--- src/rtl/dwc_stim_sequencer.sv ---
// Stimulus sequencer for the DWC checker: loads one word as both operands, runs the
// load/set handshake, supplies an LFSR fault mask and keeps pass/fail statistics.
module dwc_stim_sequencer #(
  parameter logic [31:0] LFSR_SEED = 32'hACE1_2345,
  parameter int unsigned TIMEOUT   = 64
) (
  input  logic        clk,
  input  logic        rst,
  input  logic        clear,
  input  logic        in_valid,
  output logic        in_ready,
  input  logic [31:0] in_data,
  input  logic        inject_en,
  output logic [31:0] data_a,
  output logic [31:0] data_b,
  output logic        data_set_a,
  output logic        data_set_b,
  output logic        dwc_enable,
  output logic        error_enable,
  output logic [31:0] lfsr_mask,
  input  logic        done,
  input  logic        match,
  output logic        res_valid,
  output logic        res_match,
  output logic        res_injected,
  output logic        busy,
  output logic [15:0] ok_count,
  output logic [15:0] err_count,
  output logic        timeout_flag
);

  localparam logic [31:0]   SEED_EFF = (LFSR_SEED == '0) ? 32'h1 : LFSR_SEED;
  localparam int unsigned   TW       = $clog2(TIMEOUT + 1);
  localparam logic [TW-1:0] T_LAST   = TW'(TIMEOUT - 1);

  typedef enum logic [2:0] {
    S_IDLE, S_LOAD_A, S_SET_A, S_LOAD_B, S_SET_B, S_WAIT, S_REPORT, S_RELEASE
  } state_t;

  state_t        state, state_nx;
  logic [31:0]   word_q;
  logic [31:0]   lfsr_q;
  logic [31:0]   lfsr_nx;
  logic [TW-1:0] timer_q;
  logic          match_q;
  logic          timed_out_q;
  logic          accept;
  logic          timer_last;

  assign in_ready   = (state == S_IDLE);
  assign busy       = (state != S_IDLE);
  assign accept     = in_valid & in_ready;
  assign timer_last = (timer_q == T_LAST);
  assign lfsr_mask  = lfsr_q;
  assign lfsr_nx    = {lfsr_q[30:0], lfsr_q[31] ^ lfsr_q[21] ^ lfsr_q[1] ^ lfsr_q[0]};

  always_ff @(posedge clk) begin
    if (rst) state <= S_IDLE;
    else     state <= state_nx;
  end

  always_comb begin
    state_nx = state;
    unique case (state)
      S_IDLE:    if (accept) state_nx = S_LOAD_A;
      S_LOAD_A:  state_nx = S_SET_A;
      S_SET_A:   state_nx = S_LOAD_B;
      S_LOAD_B:  state_nx = S_SET_B;
      S_SET_B:   state_nx = S_WAIT;
      S_WAIT:    if (done || timer_last) state_nx = S_REPORT;
      S_REPORT:  state_nx = S_RELEASE;
      S_RELEASE: if (!done || timer_last) state_nx = S_IDLE;
    endcase
  end

  // Each state's actions land on the edge that leaves it, so outputs trail the state by one cycle.
  always_ff @(posedge clk) begin
    if (rst) begin
      word_q       <= '0;
      lfsr_q       <= SEED_EFF;
      timer_q      <= '0;
      match_q      <= 1'b0;
      timed_out_q  <= 1'b0;
      data_a       <= '0;
      data_b       <= '0;
      data_set_a   <= 1'b0;
      data_set_b   <= 1'b0;
      dwc_enable   <= 1'b0;
      error_enable <= 1'b0;
      res_valid    <= 1'b0;
      res_match    <= 1'b0;
      res_injected <= 1'b0;
      ok_count     <= '0;
      err_count    <= '0;
      timeout_flag <= 1'b0;
    end else begin
      res_valid <= 1'b0;
      unique case (state)
        S_IDLE: begin
          if (accept) begin
            word_q       <= in_data;
            error_enable <= inject_en;
            lfsr_q       <= lfsr_nx;
            timer_q      <= '0;
            match_q      <= 1'b0;
            timed_out_q  <= 1'b0;
          end
        end
        S_LOAD_A: begin
          data_a     <= word_q;
          dwc_enable <= 1'b1;
        end
        S_SET_A:  data_set_a <= 1'b1;
        S_LOAD_B: data_b     <= word_q;
        S_SET_B:  data_set_b <= 1'b1;
        S_WAIT: begin
          timer_q <= timer_q + TW'(1);
          if (done)            match_q     <= match;
          else if (timer_last) timed_out_q <= 1'b1;
        end
        S_REPORT: begin
          data_set_a   <= 1'b0;
          data_set_b   <= 1'b0;
          res_valid    <= 1'b1;
          res_match    <= match_q & ~timed_out_q;
          res_injected <= error_enable;
          timer_q      <= '0;
        end
        S_RELEASE: begin
          dwc_enable <= 1'b0;
          if (!done || timer_last) error_enable <= 1'b0;
          else                     timer_q      <= timer_q + TW'(1);
        end
      endcase

      if (clear) begin
        ok_count     <= '0;
        err_count    <= '0;
        timeout_flag <= 1'b0;
      end else begin
        if (state == S_REPORT) begin
          if (match_q && !timed_out_q) begin
            if (ok_count != '1) ok_count <= ok_count + 16'd1;
          end else begin
            if (err_count != '1) err_count <= err_count + 16'd1;
          end
          if (timed_out_q) timeout_flag <= 1'b1;
        end
        if (state == S_RELEASE && done && timer_last) timeout_flag <= 1'b1;
      end
    end
  end

endmodule
--- config.mk ---
export PLATFORM = sky130hd
export DESIGN_NAME = dwc_stim_sequencer
export DESIGN_NICKNAME = d
export VERILOG_FILES = /design/src/rtl/dwc_stim_sequencer.sv
export SDC_FILE = /design/constraint.sdc
export NUM_CORES = 1
export LEC_CHECK = 0
export CAP_MARGIN = 20
export CELL_PAD_IN_SITES_DETAIL_PLACEMENT = 0
export CELL_PAD_IN_SITES_GLOBAL_PLACEMENT = 1
export CORE_MARGIN = 2
export CORE_UTILIZATION = 46
export CTS_BUF_LIST = sky130_fd_sc_hd__clkbuf_16
export DETAILED_ROUTE_END_ITERATION = 10
export DONT_BUFFER_PORTS = 1
export HOLD_SLACK_MARGIN = 0.08
export PLACE_DENSITY = 0.91
export SLEW_MARGIN = 20
export SYNTH_ARGS = -nofsm -noshare
export SYNTH_HDL_FRONTEND = slang
export SYNTH_SLANG_ARGS = --single-unit
--- constraint.sdc ---
create_clock -name clk -period 1.9 [get_ports clk]
set_input_delay 0.475 -clock clk [delete_from_list [all_inputs] [get_ports clk]]
set_output_delay 0.475 -clock clk [all_outputs]
set_load 0.02 [all_outputs]
Yosys cells after proc, flatten, opt, wreduce, memory -nomap -nowiden:

Index checks and enable logic that the tools add are counted.

* memory bits (read-only): 0
* RAM bits: 0
* input port bits: 39
* bits in registers: 180
* latch bits: 0
* memories kept: 0
* word-level logic and storage cells: 95

* reduce and logical (&&, ||, !) cells: 27
* muxes and demuxes: 23
* equal/unequal tests: 17
* divide/modulo/power cells: 0
* order comparisons: 0
* shifts and indexed selects: 0
* multiply operators: 0
* bitwise operators: 7
* add/sub/neg operators: 3

Operator list (count)
* 16-bit by 1-bit adder with 16-bit output, second input constant: 2
* 16-bit != test, second input constant: 2
* 7-bit one-hot mux with 4 select lines: 1
* 3-bit one-hot mux with 8 select lines: 1
* 3-bit AND reduction: 6
* 7-bit two-way mux: 2
* 2-bit nonzero test: 7
* 3-bit equality test, second input constant: 4
* 2-bit != test, second input constant: 6
* 1-bit one-hot mux with 2 select lines: 6
* 1-bit two-way mux: 10
* 3-bit two-way mux: 3
* 7-bit by 1-bit adder with 7-bit output, second input constant: 1
* 7-bit by 6-bit equality test with 1-bit output, second input constant: 1
* 3-bit by 2-bit equality test with 1-bit output, second input constant: 2
* 2-bit AND reduction: 2
* 4-bit AND reduction: 1
* 4-bit nonzero test: 1
* 3-bit by 1-bit equality test with 1-bit output, second input constant: 1
* 1-bit logical AND: 3
* 3-bit zero test: 1
* 3-bit nonzero test: 1
* 1-bit bitwise XOR: 3
* 1-bit AND: 2
* 5 further kinds: 8

Depth between registers and ports, before layout:

Gate-level depths: netlist of run 1.

* word-level depth: 5
* mapped depth: 8

Worst setup path before layout of run 1:

No wires, ideal clock.

* path type: register -> register
* start point: register ok_count[6]
* end point: register ok_count[15]
* required time: 1.785 ns
* arrival time: 1.715 ns
* period minus slack after synthesis: 1.830 ns
* cell stages (with the launch flop): 5
* path slack: 0.070 ns
* library setup time: 0.115 ns
* path buffers: 0
* cells stage by stage: dfxtp_1 nand4_2 or4_4 o31a_2 o21a_1

* longest elaborated chain between the ends: 2
* elaborated cells between the ends (all ways): 3

Ends and longest elaborated chain
* start, declared: line 27 `output logic [15:0] ok_count,`
* start signal, assigned: line 143 `if (ok_count != '1) ok_count <= ok_count + 16'd1;`
* parallel branches: the longest is 2 deep, another holds 16-bit by 1-bit adder with 16-bit output

Several ways; the timed one is not identified.
A chain may end at the register's enable or synchronous reset.

Worst setup path in the final report of run 1:

* start point: register state[0]
* end point: output in_ready

* longest elaborated chain between the ends: 1

Ends and longest elaborated chain
* start, declared: line 40 `state_t state, state_nx;`
* start signal, assigned: line 59 `else state <= state_nx;`
* 3-bit zero test: line 50 `assign in_ready = (state == S_IDLE);`
* end, declared: line 11 `output logic in_ready,`

Every way passes these cells.

==> results.cfg, run 1 <==
[run_status]
run_status = finished clean

[synthesis]
synth-edff-count = 0
synthesis.area_um2 = 7450
post_synth_inst_count = 933
synthArstFlopShare = 0
yosysWarnings = 0
synth_seq_cells = 180
yosysSeqAreaShare = 0.483
synth_flop_cell = sky130_fd_sc_hd__dfxtp_1
unique_cell_type_count_in_the_yosys_netlist = 55
syn_nets = 975
synth_area_per_cell_um2 = 7.99

[clock_tree]
tritoncts = yes
cts-root-to-sink-buffers = 2
clk_pin_slew_ps = 70
clock_latency_of_the_later_clocked_register_in_the_worst_skew_pair_ps = 430
cts.root.buffer_cell = sky130_fd_sc_hd__clkbuf_16
cts-buffers-inserted = 17
tritoncts_num_sinks = 180
cts_htree_levels = 4

[final_layout]
num-nets-final = 963
finalNonFillerCells = 1150
final.fill_count = 1536
final_util = 0.528
num_antenna_cells = 0
syn2layout_area_growth_pct = 12.5
final_layout_size_suffix_gt1_frac = 0.117
finish.instance_area_um2 = 8390

[power]
ir_worst_vdd_v = 0.000676
power.leakage_nw = 3.01
total_power_w = 0.00860
power_frac_seq = 0.498
fraction_of_power_spent_switching_nets = 0.276
cellInternalPower_w = 0.00623
comb_power_share = 0.097
clock_power_share = 0.405
powerDensity_nw_per_um2 = 1030
switching_power_summed_over_all_nets_w = 0.00238

[drt]
number_of_design_rule_violations_left_after_detail_routing = 0
avgRoutedWirePerCell_um = 16.6
routed_wl_mm = 19.1
via_per_inst = 5.55
drt_pass1_iterations = 5
number_of_nets_with_antenna_violations_after_detailed_routing = 0
dr.first_iter.drc_count = 460
via_count = 6385

[timing]
max_slew_margin = 0.600
final_max_slew_viol_count = 0
clock-skew-final_ps = 8.97
period_share = 0.965
timing_worst_slew_pin_value_ps = 594
max_freq_mhz = 546
final_period_minus_worst_setup_slack_ps = 1830
final_number_of_hold_violating_endpoints = 0
setup_viol_count_final = 0

[die]
design.core.area_um2 = 15900
chipHeight_um = 131
die-area_um2 = 17200
start_util = 0.469
num_io_pins = 177
row_count = 46
fp.dieW_um = 131

[global_route]
grt_start_max_net_pins = 160
globalRouteMet2Util = 0.327
globalRoute.busiestLayer = met2
global_route.usage.total = 0.217
globalRouteMet3Util = 0.0814
vias_in_the_first_global_route = 5844
globalRouteOverflowTotal = 0
initial_antenna_violation_count = 0
use_met1 = 0.286
first_pass_grt_wire_length_mm = 30.6

[worst_setup_path]
timing_worst_setup_path_type = flop to primary output
sequence_of_cells_on_the_critical_path = buf_6 -> nor3_4 -> buf_6 -> buf_4
arrival_ps = 1360
critPathMostFrequentCell = sky130_fd_sc_hd__buf_6
r2r-start = ok_count[0]
worstRegToRegCells = 6
critPathMaxStageDelay_ps = 320
r2r_end = ok_count[0]
slowest_cp_cell = sky130_fd_sc_hd__dfxtp_1
r2r_setup_slack_ps = 120
critPathRequiredTime_ps = 1420
crit_path_max_fanout = 17
setup.worst_path.start_class = flop
cp-end-kind = primary output

[placed_design]
dp.final_hpwl_mm = 12.4
place.detailed.instances = 1113
placedInstanceArea_um2 = 7740
place.port_buffers = 0
place.gp.congestion = 0.844

[min_path]
timing.hold.worst.start = rst
hold_depth = 1
min_to = match_q
hp-class = input pin to flop

[run]
number_of_maximum_capacitance_violations = 0
==> layout by cell type (no fill, tap or decap), types with 3 or more instances in the layout <==
master	count
sky130_fd_sc_hd__o21a_1	3
sky130_fd_sc_hd__nor2b_1	3
sky130_fd_sc_hd__a2111oi_0	3
sky130_fd_sc_hd__and3b_1	3
sky130_fd_sc_hd__nor2_1	16
sky130_fd_sc_hd__nand2_1	292
sky130_fd_sc_hd__buf_6	4
sky130_fd_sc_hd__mux2i_1	9
sky130_fd_sc_hd__a31oi_1	6
sky130_fd_sc_hd__or3_1	15
sky130_fd_sc_hd__a211oi_1	9
sky130_fd_sc_hd__buf_4	54
sky130_fd_sc_hd__a211o_1	6
sky130_fd_sc_hd__ha_1	3
sky130_fd_sc_hd__o31ai_1	5
sky130_fd_sc_hd__and3_1	11
sky130_fd_sc_hd__nand4_1	11
sky130_fd_sc_hd__or4_1	8
sky130_fd_sc_hd__clkbuf_16	17
sky130_fd_sc_hd__nor3_1	6
sky130_fd_sc_hd__or2_2	3
sky130_fd_sc_hd__nand3_1	22
sky130_fd_sc_hd__o21ai_0	9
sky130_fd_sc_hd__a21oi_1	135
sky130_fd_sc_hd__buf_12	5
sky130_fd_sc_hd__nand3b_1	16
sky130_fd_sc_hd__dfxtp_1	180
sky130_fd_sc_hd__xnor2_1	3
sky130_fd_sc_hd__o211ai_1	6
sky130_fd_sc_hd__inv_6	4
sky130_fd_sc_hd__inv_1	10
sky130_fd_sc_hd__nor4_1	9
sky130_fd_sc_hd__o41ai_1	4
==> how the worst max path moves through the flow <==
stage / start / end / slack (ps) / cells past startpoint
6_report: state[0] / in_ready / 70 / 4
5_1_grt: state[0] / in_ready / -6 / 4
4_1_cts: state[0] / in_ready / 9 / 4
3_5_place_dp: timer_q[0] / state[1] / 150 / 5
3_3_place_gp: timer_q[0] / state[1] / 200 / 5
2_1_floorplan: ok_count[6] / ok_count[15] / 70 / 4
==> kinds of logic (layout without fill, tap and decap cells) <==
group / Yosys count / count (layout) / synth area share
multiplexers: 10 / 10 / 0.0136
AND/OR/NAND/NOR: 431 / 431 / 0.262
AO/OA/AOI/OAI: 204 / 204 / 0.162
flip-flops: 180 / 180 / 0.483
buffers and inverters: 102 / 103 / 0.0700
adder cells (fa/ha/maj): 3 / 3 / 0.00504
XOR/XNOR: 3 / 3 / 0.00353
==> critical path: cells and delay by family, from the launching register on <==
| family | cells | cell delay [ps] |
|---|---|---|
| simple gates | 1 | 190 |
| buf+inv | 3 | 430 |
| flops | 1 | 320 |
==> per-layer routing <==
layer	wire length [um]	vias up
li1	-	3156
met1	8390	3001
met2	8540	203
met3	1770	25
met4	369	0
met5	0	-
==> cells in the mapped netlist (4+ instances only) <==
library cell,count,share of area
sky130_fd_sc_hd__a2111oi_0,5,0.0059
sky130_fd_sc_hd__a211o_1,6,0.0071
sky130_fd_sc_hd__a211oi_1,9,0.0091
sky130_fd_sc_hd__a21oi_1,135,0.091
sky130_fd_sc_hd__a31oi_1,7,0.0059
sky130_fd_sc_hd__and3_1,11,0.0092
sky130_fd_sc_hd__buf_2,15,0.010
sky130_fd_sc_hd__buf_4,32,0.032
sky130_fd_sc_hd__clkbuf_1,47,0.024
sky130_fd_sc_hd__dfxtp_1,180,0.48
sky130_fd_sc_hd__inv_1,8,0.0040
sky130_fd_sc_hd__mux2i_1,9,0.012
sky130_fd_sc_hd__nand2_1,293,0.15
sky130_fd_sc_hd__nand3_1,22,0.015
sky130_fd_sc_hd__nand3b_1,16,0.016
sky130_fd_sc_hd__nand4_1,11,0.0092
sky130_fd_sc_hd__nor2_1,17,0.0086
sky130_fd_sc_hd__nor3_1,7,0.0047
sky130_fd_sc_hd__nor4_1,9,0.0076
sky130_fd_sc_hd__o211ai_1,6,0.0060
sky130_fd_sc_hd__o21ai_0,9,0.0060
sky130_fd_sc_hd__o31ai_1,5,0.0050
sky130_fd_sc_hd__o41ai_1,4,0.0047
sky130_fd_sc_hd__or3_1,15,0.013
sky130_fd_sc_hd__or4_1,8,0.0081
==> state kept, by name, indices dropped and copies added (netlist names), 3 cells and up <==
name and cells:
data_b 32, timer_q 7, word_q 32, lfsr_mask 32, err_count 16, data_a 32
ok_count 16, state 3
==> stage by stage <==
| stage | hold slack [ps] | TNS, ps | setup WS [ps] |
|---|---|---|---|
| finish | 133 | 0 | 67.2 |
| global placement | 452 | 0 | 196 |
| floorplan | 445 | 0 | 70.3 |
| detailed placement | 455 | 0 | 147 |
| CTS | 109 | 0 | 9.31 |
| global route | 112 | -5.57 | -5.57 |
==> power groups by stage <==
stage	Sequential [W]	Clock [W]	Combinational [W]
6_report	0.00429	0.00349	0.000833
4_1_cts	0.00429	0.00357	0.000824
3_5_place_dp	0.00437	0	0.000812
2_1_floorplan	0.00422	0	0.000809
5_1_grt	0.00431	0.00371	0.000929
3_3_place_gp	0.00437	0	0.000797
==> final cells by class <==
type / instances / area [um2] / share of cell area
Clock inverter: 15 / 154 / 0.0183
Tap cell: 216 / 270 / 0.0322
Multi-Input combinational cell: 651 / 3350 / 0.400
Sequential cell: 180 / 3600 / 0.430
Inverter: 8 / 30.0 / 0.00358
Timing Repair Buffer: 63 / 551 / 0.0656
Clock buffer: 17 / 425 / 0.0507
==> timing repair <==
| action | 4_1_cts | 5_1_grt |
|---|---|---|
| cloned | 0 | 0 |
| pin swaps | 0 | 1 |
| resized for setup | 2 | 6 |
| hold buffers | 0 | 0 |
| endpoints found under the setup margin | 2 | 5 |
| buffers inserted | 0 | 5 |
Power figures use the tool's default switching activity.
==> run 2, diff against run 1 <==
Settings changed: SKIP_LAST_GASP set to 1.
==> results of run 2 <==
No change in the layout: final DEF, timing and power equal those of run 1.
==> run 3, diff against run 2 <==
Settings changed: CORE_UTILIZATION 46 to 35, PLACE_DENSITY 0.91 to 0.75.
==> run 3 against run 2 <==
Sequential cell count did not move; critical endpoint is now busy; die area rose by 30%; utilization fell by 12 points; via count fell by 1.6%; cell count rose by 5.0%; worst setup slack got worse by 53 ps; non-clock buffer count fell by 3; count of clock-buffer cells in the layout did not move; critical path depth did not move.
==> results.cfg, run 3 (synthesized netlist as in run 1, its figures left out) <==
[drt]
number_of_design_rule_violations_left_after_detail_routing = 0
drt_pass1_iterations = 4
avgRoutedWirePerCell_um = 16.7
via_count = 6284
dr.first_iter.drc_count = 268
number_of_nets_with_antenna_violations_after_detailed_routing = 0
routed_wl_mm = 20.2
via_per_inst = 5.21

[worst_setup_path]
worstRegToRegCells = 6
critPathMaxStageDelay_ps = 320
setup.worst_path.start_class = flop
critPathRequiredTime_ps = 1420
worstPathBufferInverterCount = 3
critPathMostFrequentCell = sky130_fd_sc_hd__buf_6
timing_worst_setup_path_type = flop to primary output
crit_path_max_fanout = 3
arrival_ps = 1410
slowest_cp_cell = sky130_fd_sc_hd__dfxtp_1
cp-end-kind = primary output
sequence_of_cells_on_the_critical_path = buf_6 -> nor3_4 -> buf_6 -> clkinvlp_4
path_delay_family = buffers and inverters
crit_cells = 4

[clock_tree]
cts-root-to-sink-buffers = 2
clk_pin_slew_ps = 80
tritoncts = yes
cts-buffers-inserted = 17
tritoncts_num_sinks = 180
cts.root.buffer_cell = sky130_fd_sc_hd__clkbuf_16
cts_htree_levels = 4
clock_latency_of_the_later_clocked_register_in_the_worst_skew_pair_ps = 430

[timing]
clock-skew-final_ps = 12.0
timing_worst_slew_pin_value_ps = 527
final_max_slew_viol_count = 0
max_freq_mhz = 530
setup_repair_after_global_routing_missed_its_margin = yes
final_number_of_hold_violating_endpoints = 0
max_slew_margin = 0.640
final_period_minus_worst_setup_slack_ps = 1890
setup_viol_count_final = 0
period_share = 0.993

[final_layout]
final_layout_size_suffix_gt1_frac = 0.121
num-nets-final = 960
finish.instance_area_um2 = 8490
most_common_cell_after_layout_fill_and_taps_aside = sky130_fd_sc_hd__nand2_1
syn2layout_area_growth_pct = 13.9
finalNonFillerCells = 1207
layout.cells.most_common_list = sky130_fd_sc_hd__nand2_1 (292), sky130_fd_sc_hd__dfxtp_1 (179), sky130_fd_sc_hd__a21oi_1 (135)

[global_route]
grt_start_max_net_pins = 160
vias_in_the_first_global_route = 5795
first_pass_grt_wire_length_mm = 31.9
initial_antenna_violation_count = 1
globalRouteOverflowTotal = 0
global_route.usage.total = 0.178

[die]
design.core.area_um2 = 21000
start_util = 0.356
row_count = 53
chipHeight_um = 150
die-area_um2 = 22500
fp.dieW_um = 150
num_io_pins = 177

[power]
powerDensity_nw_per_um2 = 1020
total_power_w = 0.00866
ir_worst_vdd_v = 0.000529
power.leakage_nw = 3.00

[placed_design]
place.detailed.instances = 1171
place.port_buffers = 0
placedInstanceArea_um2 = 7810
dp.final_hpwl_mm = 13.0
place.gp.congestion = 0.807

[min_path]
hp-class = input pin to flop
hold_depth = 1

[run_status]
run_status = finished clean

[run]
number_of_maximum_capacitance_violations = 0
## run 3: stage by stage
step	hold slack [ps]	setup TNS [ps]	utilization	worst slack, ps
after floorplan	445	0	-	70.3
after global placement	457	0	0.373	153
after CTS	103	-17.0	0.404	-17.0
final	139	0	0.405	14.1
after detailed placement	456	0	0.373	153
after global routing	111	-112	0.405	-78.9
## run 3: per-layer routing
metal,vias to the layer above,wire (um),global-route usage
met5,-,0,0
met4,0,410,0.0594
met3,20,1810,0.0738
met2,160,8910,0.266
met1,2956,9070,0.231
li1,3148,-,-
## run 3: power breakdown
part           internal, W  switching (W)  leakage (nW)  total [W]
sequential         0.00397       0.000324          1.46    0.00429
combinational     0.000296       0.000525          1.25   0.000821
clock              0.00178        0.00177         0.287    0.00355
## run 3: cell type report
class | count | area [um2]
Antenna cell | 1 | 2.50
Clock buffer | 17 | 425
Clock inverter | 15 | 186
Fill cell | 2180 | 12500
Inverter | 8 | 33.8
Multi-Input combinational cell | 651 | 3360
Sequential cell | 180 | 3610
Tap cell | 275 | 344
Timing Repair Buffer | 60 | 524
## run 3: worst paths after layout
path / from / to / slack (ps)
max: state[0] / busy / 10
min: rst / res_match / 140
max reg2reg: state[2] / timer_q[2] / 140
min reg2reg: word_q[2] / data_a[2] / 460
## run 3: repair_timing
| action | CTS | global route |
|---|---|---|
| endpoints found under the setup margin | 1 | 4 |
| hold buffers | 0 | 0 |
| pin swaps | 1 | 1 |
| setup buffers | 3 | 0 |
| resized for setup | 7 | 3 |
## run 3: worst reg2reg max path, delay by kind of cell, from the launching register on
kind	cells	cell delay, ps
AO/OA/AOI/OAI	2	570
AND/OR/NAND/NOR	2	460
flip-flops	1	360
buffers and inverters	2	310
